`src/rtl/lcd_pkg.sv`:
```
// Shared types and constants for the HD44780 character-LCD controller.
// Holds the FSM state encoding, the power-up init ROM and the long-command classifier.
package lcd_pkg;

  typedef enum logic [3:0] {
    ST_PWRUP,
    ST_INIT_SETUP,
    ST_INIT_EN,
    ST_INIT_HOLD,
    ST_INIT_WAIT,
    ST_IDLE,
    ST_SETUP,
    ST_EN_HI,
    ST_HOLD,
    ST_WAIT
  } lcd_state_e;

  // 8-bit bus, 2 lines; display on; clear; entry mode increment.
  localparam logic [7:0] LCD_INIT_ROM [4] = '{8'h38, 8'h0C, 8'h01, 8'h06};

  localparam logic [7:0] CMD_CLEAR = 8'h01;
  localparam logic [7:0] CMD_HOME  = 8'h02;

  // Clear/home (0x01..0x03 as instructions) need the long execution wait.
  function automatic logic is_long_cmd(input logic rs, input logic [7:0] data);
    return !rs && (data == CMD_CLEAR || data == CMD_HOME || data == 8'h03);
  endfunction

  function automatic int max_of(input int a, input int b);
    return (a > b) ? a : b;
  endfunction

endpackage

```
`src/rtl/lcd_delay_cnt.sv`:
```
// Loadable down-counter shared by every timed state of the LCD controller.
// Load wins over counting; o_done flags the last cycle of a timed interval (count == 1).
module lcd_delay_cnt #(
  parameter int W = 8
) (
  input  logic         i_clk,
  input  logic         i_load,
  input  logic [W-1:0] i_value,
  output logic         o_done
);

  logic [W-1:0] cnt_reg;

  always_ff @(posedge i_clk) begin
    if (i_load)
      cnt_reg <= i_value;
    else if (cnt_reg != '0)
      cnt_reg <= cnt_reg - 1'b1;
  end

  assign o_done = (cnt_reg == W'(1));

endmodule

```
`src/rtl/lcd_hd44780_ctrl.sv`:
```
// HD44780 controller: power-up init sequence plus valid/ready command path,
// generating RS/DATA setup, EN pulse, hold and execution wait with one shared counter.
module lcd_hd44780_ctrl
  import lcd_pkg::*;
#(
  parameter int T_PWRUP_CYC = 2_000_000,
  parameter int T_SETUP_CYC = 2,
  parameter int T_EN_CYC    = 12,
  parameter int T_HOLD_CYC  = 2,
  parameter int T_CMD_CYC   = 2_000,
  parameter int T_CLR_CYC   = 82_000
) (
  input  logic       i_clk,
  input  logic       i_reset,
  input  logic       i_cmd_vld,
  output logic       o_cmd_rdy,
  input  logic       i_cmd_rs,
  input  logic [7:0] i_cmd_data,
  input  logic       i_lcd_on,
  output logic       o_busy,
  output logic       o_init_done,
  output logic [7:0] o_lcd_data,
  output logic       o_lcd_rs,
  output logic       o_lcd_rw,
  output logic       o_lcd_en,
  output logic       o_lcd_on
);

  localparam int T_MAX = max_of(max_of(max_of(T_PWRUP_CYC, T_SETUP_CYC), max_of(T_EN_CYC, T_HOLD_CYC)),
                                max_of(T_CMD_CYC, T_CLR_CYC));
  localparam int CW = $clog2(T_MAX + 1);

  localparam logic [CW-1:0] C_PWRUP = CW'(T_PWRUP_CYC);
  localparam logic [CW-1:0] C_SETUP = CW'(T_SETUP_CYC);
  localparam logic [CW-1:0] C_EN    = CW'(T_EN_CYC);
  localparam logic [CW-1:0] C_HOLD  = CW'(T_HOLD_CYC);
  localparam logic [CW-1:0] C_CMD   = CW'(T_CMD_CYC);
  localparam logic [CW-1:0] C_CLR   = CW'(T_CLR_CYC);

  generate
    if (T_PWRUP_CYC < 1 || T_SETUP_CYC < 1 || T_EN_CYC < 1 ||
        T_HOLD_CYC < 1 || T_CMD_CYC < 1 || T_CLR_CYC < 1) begin : g_bad_timing
      $error("lcd_hd44780_ctrl: every T_* timing parameter must be >= 1");
    end
  endgenerate

  lcd_state_e    state_reg;
  logic [1:0]    step_reg;
  logic [7:0]    data_reg;
  logic          rs_reg;
  logic          en_reg;
  logic          rdy_reg;
  logic          init_done_reg;
  logic          lcd_on_reg;

  logic          cnt_load;
  logic [CW-1:0] cnt_value;
  logic          cnt_done;
  logic          accept;
  logic [CW-1:0] wait_value;

  assign accept = i_cmd_vld && rdy_reg;
  // Pins already hold the step/command being executed, so init and normal paths share this.
  assign wait_value = is_long_cmd(rs_reg, data_reg) ? C_CLR : C_CMD;

  always_comb begin
    cnt_load  = 1'b0;
    cnt_value = '0;
    if (!i_reset) begin
      cnt_load  = 1'b1;
      cnt_value = C_PWRUP;
    end else begin
      case (state_reg)
        ST_PWRUP: begin
          cnt_load  = cnt_done;
          cnt_value = C_SETUP;
        end
        ST_INIT_WAIT: begin
          cnt_load  = cnt_done && (step_reg != 2'd3);
          cnt_value = C_SETUP;
        end
        ST_INIT_SETUP, ST_SETUP: begin
          cnt_load  = cnt_done;
          cnt_value = C_EN;
        end
        ST_INIT_EN, ST_EN_HI: begin
          cnt_load  = cnt_done;
          cnt_value = C_HOLD;
        end
        ST_INIT_HOLD, ST_HOLD: begin
          cnt_load  = cnt_done;
          cnt_value = wait_value;
        end
        ST_IDLE: begin
          cnt_load  = accept;
          cnt_value = C_SETUP;
        end
        default: ;
      endcase
    end
  end

  lcd_delay_cnt #(.W(CW)) u_delay_cnt (
    .i_clk   (i_clk),
    .i_load  (cnt_load),
    .i_value (cnt_value),
    .o_done  (cnt_done)
  );

  always_ff @(posedge i_clk) begin
    if (!i_reset) begin
      state_reg     <= ST_PWRUP;
      step_reg      <= 2'd0;
      data_reg      <= 8'h00;
      rs_reg        <= 1'b0;
      en_reg        <= 1'b0;
      rdy_reg       <= 1'b0;
      init_done_reg <= 1'b0;
    end else begin
      case (state_reg)
        ST_PWRUP: if (cnt_done) begin
          state_reg <= ST_INIT_SETUP;
          step_reg  <= 2'd0;
          data_reg  <= LCD_INIT_ROM[0];
          rs_reg    <= 1'b0;
        end
        ST_INIT_SETUP: if (cnt_done) begin
          state_reg <= ST_INIT_EN;
          en_reg    <= 1'b1;
        end
        ST_INIT_EN: if (cnt_done) begin
          state_reg <= ST_INIT_HOLD;
          en_reg    <= 1'b0;
        end
        ST_INIT_HOLD: if (cnt_done) state_reg <= ST_INIT_WAIT;
        ST_INIT_WAIT: if (cnt_done) begin
          if (step_reg == 2'd3) begin
            state_reg     <= ST_IDLE;
            init_done_reg <= 1'b1;
            rdy_reg       <= 1'b1;
          end else begin
            state_reg <= ST_INIT_SETUP;
            step_reg  <= step_reg + 2'd1;
            data_reg  <= LCD_INIT_ROM[step_reg + 2'd1];
          end
        end
        ST_IDLE: if (accept) begin
          state_reg <= ST_SETUP;
          data_reg  <= i_cmd_data;
          rs_reg    <= i_cmd_rs;
          rdy_reg   <= 1'b0;
        end
        ST_SETUP: if (cnt_done) begin
          state_reg <= ST_EN_HI;
          en_reg    <= 1'b1;
        end
        ST_EN_HI: if (cnt_done) begin
          state_reg <= ST_HOLD;
          en_reg    <= 1'b0;
        end
        ST_HOLD: if (cnt_done) state_reg <= ST_WAIT;
        ST_WAIT: if (cnt_done) begin
          state_reg <= ST_IDLE;
          rdy_reg   <= 1'b1;
        end
        default: begin
          state_reg <= ST_PWRUP;
          en_reg    <= 1'b0;
          rdy_reg   <= 1'b0;
        end
      endcase
    end
  end

  // Power enable is a plain pipelined copy, independent of the FSM.
  always_ff @(posedge i_clk) begin
    if (!i_reset)
      lcd_on_reg <= 1'b0;
    else
      lcd_on_reg <= i_lcd_on;
  end

  assign o_cmd_rdy   = rdy_reg;
  assign o_busy      = !rdy_reg;
  assign o_init_done = init_done_reg;
  assign o_lcd_data  = data_reg;
  assign o_lcd_rs    = rs_reg;
  assign o_lcd_rw    = 1'b0;
  assign o_lcd_en    = en_reg;
  assign o_lcd_on    = lcd_on_reg;

endmodule

```
`config.mk`:
```
export PLATFORM = sky130hd
export DESIGN_NAME = lcd_hd44780_ctrl
export DESIGN_NICKNAME = d
export VERILOG_FILES = /design/src/rtl/lcd_pkg.sv /design/src/rtl/lcd_delay_cnt.sv /design/src/rtl/lcd_hd44780_ctrl.sv
export SDC_FILE = /design/constraint.sdc
export NUM_CORES = 1
export LEC_CHECK = 0
export BUFFER_PORTS_ARGS = -buffer_cell sky130_fd_sc_hd__buf_2
export CAP_MARGIN = 20
export CORE_MARGIN = 3
export CORE_UTILIZATION = 35
export DETAILED_ROUTE_END_ITERATION = 8
export SYNTH_ARGS = -nofsm -noshare
export SYNTH_HDL_FRONTEND = slang
export SYNTH_SLANG_ARGS = --single-unit
```
`constraint.sdc`:
```
create_clock -name i_clk -period 5.4 [get_ports i_clk]
set_input_delay 0.27 -clock i_clk [delete_from_list [all_inputs] [get_ports i_clk]]
set_output_delay 0.27 -clock i_clk [all_outputs]
set_load 0.005 [all_outputs]
```
==> summary.md <==
| Metric | Value |
|---|---|
| Status | `finished clean` |
| Max reg flops | `21` |
| Critical path data arrival time | `2.84 ns` |
| Final hold vios | `0` |
| Global route overflow | `0` |
| Final period util | `52.5%` |
| Post-CTS Hold Fix Bufs | `0` |
| Routed wire length | `5.86 mm` |
| Detail Route Antenna Nets | `0` |
| # rows | `30` |
| I/O Pins | `28` |
| Top FF cell, synth | `edfxtp_1` |
| Highest Signal Layer | `met4` |
| Final cell count without fillers | `389` |
| Layout area overhead | `9.24%` |
| Syn Area/Cell | `9.15 µm²` |
| Worst Hold Class | `input port to flop` |
| Post-synth EDFFs | `21` |
| Slew HR | `54.6%` |
| Power Density | `252 mW/mm²` |
| Critical path class | `flop to flop` |
| Post-synth net total | `295` |
| Fin nets | `312` |
| CTS buffer count | `5` |
| Worst reg2reg endpoint | `u_delay_cnt.cnt_reg[12]` |
| Crit path buf inv count | `1` |
| Max-Cap Viols | `0` |
| CP max FO | `15` |
| DRC Markers | `0` |
| Post-CTS Setup Bufs | `0` |
| Reg2reg path depth | `6` |
| Worst R2R Setup Slack | `2.56 ns` |
| Dpl cells | `380` |
| CTS max path bufs | `2` |
| Worst-path clk slew | `0.08 ns` |
| FILL cells | `722` |
| Initial DRC Count | `139` |
| Chip Height | `90.8 µm` |
| Crit path launch type | `flop` |
| Peak supply drop | `0.0972 mV` |
| Via-to-Cell Ratio | `5.27` |
| Die Wd | `90.8 µm` |
| Fin Clk Skew | `0.00834 ns` |
| Share of async-settable or async-resettable flops after synthesis | `0%` |
| Setup Viol. Count Final | `0` |
| Post-Syn Instances | `275` |
| Initial core utilization | `36.6%` |
| Post_cts resized | `0` |
| CTS root buffer | `clkbuf_8` |
| DR WL/cell | `15.1 µm` |
| Hold Crit Start | `i_lcd_on` |
| Register area share after synthesis | `40.2%` |
| Met3 routed WL | `246 µm` |
| Core area | `0.00687 mm²` |
| Mapped Area | `0.00252 mm²` |
| First-pass GRT wire length | `9.80 mm` |
| Initial antenna violation count | `0` |
| IO buf count | `26` |
| Die ar. | `0.00825 mm²` |
| Fmax | `353 MHz` |
| Worst path max stage delay | `0.46 ns` |
| Synth warn | `0` |
| Pre-CTS WS | `2.24 ns` |
| Global placement routability congestion | `0.813` |
| WL met1 | `2.84 mm` |
| Netlist cell types | `59` |
| Worst EP required | `5.41 ns` |
| Hpwl dp | `4.08 mm` |
| Vias in the first global route | `2,026` |
| Measured slew at the worst slew-check pin | `0.680 ns` |
| Share of cells above drive strength 1 | `16.0%` |
| H-tree levels | `2` |
| Hold Path Depth | `2` |
| Critical path endpoint category | `flop` |
| Minimum clock period after layout | `2.84 ns` |
| CTS tree | `yes` |
| Final Slew Violations | `0` |
| TritonRoute pass-1 iters | `4` |
| Multi-input logic area | `0.00133 mm²` |
| GRT Total Usage | `14.4%` |
| Flops & latches, synth | `40` |
| FF/Latch Area | `0.00101 mm²` |
| Skew-Pair Late Insertion Delay | `0.30 ns` |
| Setup ws final | `2.56 ns` |
| Number of vias in the routed layout | `2,050` |
| Setup repair after global routing missed its margin | `no` |
| Crit-path slowest cell | `edfxtp_1` |
| Met2 WL post-DR | `2.73 mm` |
| Clk sinks | `40` |
| Largest net degree at the start of global routing | `22` |
| P_leak | `0.000994 µW` |
| Diodes inserted | `0` |
| Critical-path cell list | `or3_4 -> nor4_4 -> and3_1 -> a21oi_2 -> nand4_1 -> buf_6` |
| Setup TNS | `0 ns` |
| Family with the most delay on the worst path | `simple AND/OR/NAND/NOR gates` |
| Reg-to-Reg Start | `u_delay_cnt.cnt_reg[2]` |
| WHS Endpoint | `o_lcd_on` |
cell usage in the layout, fill, tap and decap left out, types with 4 or more instances in the layout:
cell	count
buf_2	26
nor2_1	24
nand2_1	22
edfxtp_1	21
dfxtp_1	19
nor3_1	14
xnor2_1	14
o21ai_0	14
a21oi_1	14
inv_1	11
nand3_1	10
nand4_1	8
a22oi_1	8
ha_1	7
or3_1	6
xor2_1	5
a221oi_1	5
clkbuf_8	5
nor2b_1	4
a211oi_1	4
metal layers:
metal | GRT usage (%) | vias to the layer above
li1 | - | 1047
met1 | 20.1 | 955
met2 | 22.7 | 43
met3 | 2.75 | 5
met4 | 3.89 | 0
met5 | 0 | -
report_power, final:
group	switching [µW]	total [µW]	internal (µW)
sequential	18.2	357	339
combinational	50.2	91.6	41.4
clock	109	243	135
per-stage QoR:
stage | hold WS, ns | total power [µW] | area [µm²] | utilization, %
CTS | 0.175 | 699 | 2740 | 39.9
detailed placement | 0.456 | 456 | 2630 | 38.3
global placement | 0.454 | 454 | 2630 | 38.3
global route | 0.191 | 723 | 2750 | 40.0
floorplan | 0.397 | 434 | 2520 | -
finish | 0.175 | 692 | 2750 | 40.0
Yosys cell counts (6+ instances only):
| cell type | n | area share [%] |
|---|---|---|
| nor2_1 | 24 | 3.6 |
| nand2_1 | 22 | 3.3 |
| edfxtp_1 | 21 | 25 |
| dfxtp_1 | 19 | 15 |
| a21oi_1 | 14 | 2.8 |
| nor3_1 | 14 | 2.8 |
| o21ai_0 | 14 | 2.8 |
| xnor2_1 | 14 | 4.9 |
| inv_1 | 11 | 1.6 |
| nand3_1 | 10 | 2.0 |
| a22oi_1 | 8 | 2.4 |
| nand4_1 | 8 | 2.0 |
| ha_1 | 7 | 3.5 |
| or3_1 | 6 | 1.5 |
layout make-up:
type / instances / area share [%]
multi-input combinational: 207 / 48.4
sequential: 40 / 36.8
timing repair buffer: 27 / 5.14
tap: 96 / 4.37
clock buffer: 5 / 2.50
inverter: 11 / 1.50
clock inverter: 3 / 1.36
cells by family after synthesis:
kind of cell             after synthesis  share of synthesized area (%)
AO/OA/AOI/OAI                         66                           17.7
AND/OR/NAND/NOR                      112                           24.1
other                                  1                          0.149
buffers and inverters                 28                           7.01
XOR/XNOR                              19                           6.61
adder cells (fa/ha/maj)                7                           3.48
multiplexers                           2                          0.795
flip-flops                            40                           40.2
worst max path at each step:
stage                      startpoint                       to  slack [ns]  cells after the start
3_5_place_dp   u_delay_cnt.cnt_reg[5]   u_delay_cnt.cnt_reg[5]        2.24                      5
6_report       u_delay_cnt.cnt_reg[2]  u_delay_cnt.cnt_reg[12]        2.56                      6
4_1_cts        u_delay_cnt.cnt_reg[5]  u_delay_cnt.cnt_reg[17]        2.21                      5
2_1_floorplan  u_delay_cnt.cnt_reg[2]   u_delay_cnt.cnt_reg[0]        2.73                      7
3_3_place_gp   u_delay_cnt.cnt_reg[2]   u_delay_cnt.cnt_reg[6]        2.30                      5
5_1_grt                  state_reg[0]   u_delay_cnt.cnt_reg[6]        2.35                      5
No activity file was read; power rests on OpenSTA's default activity.
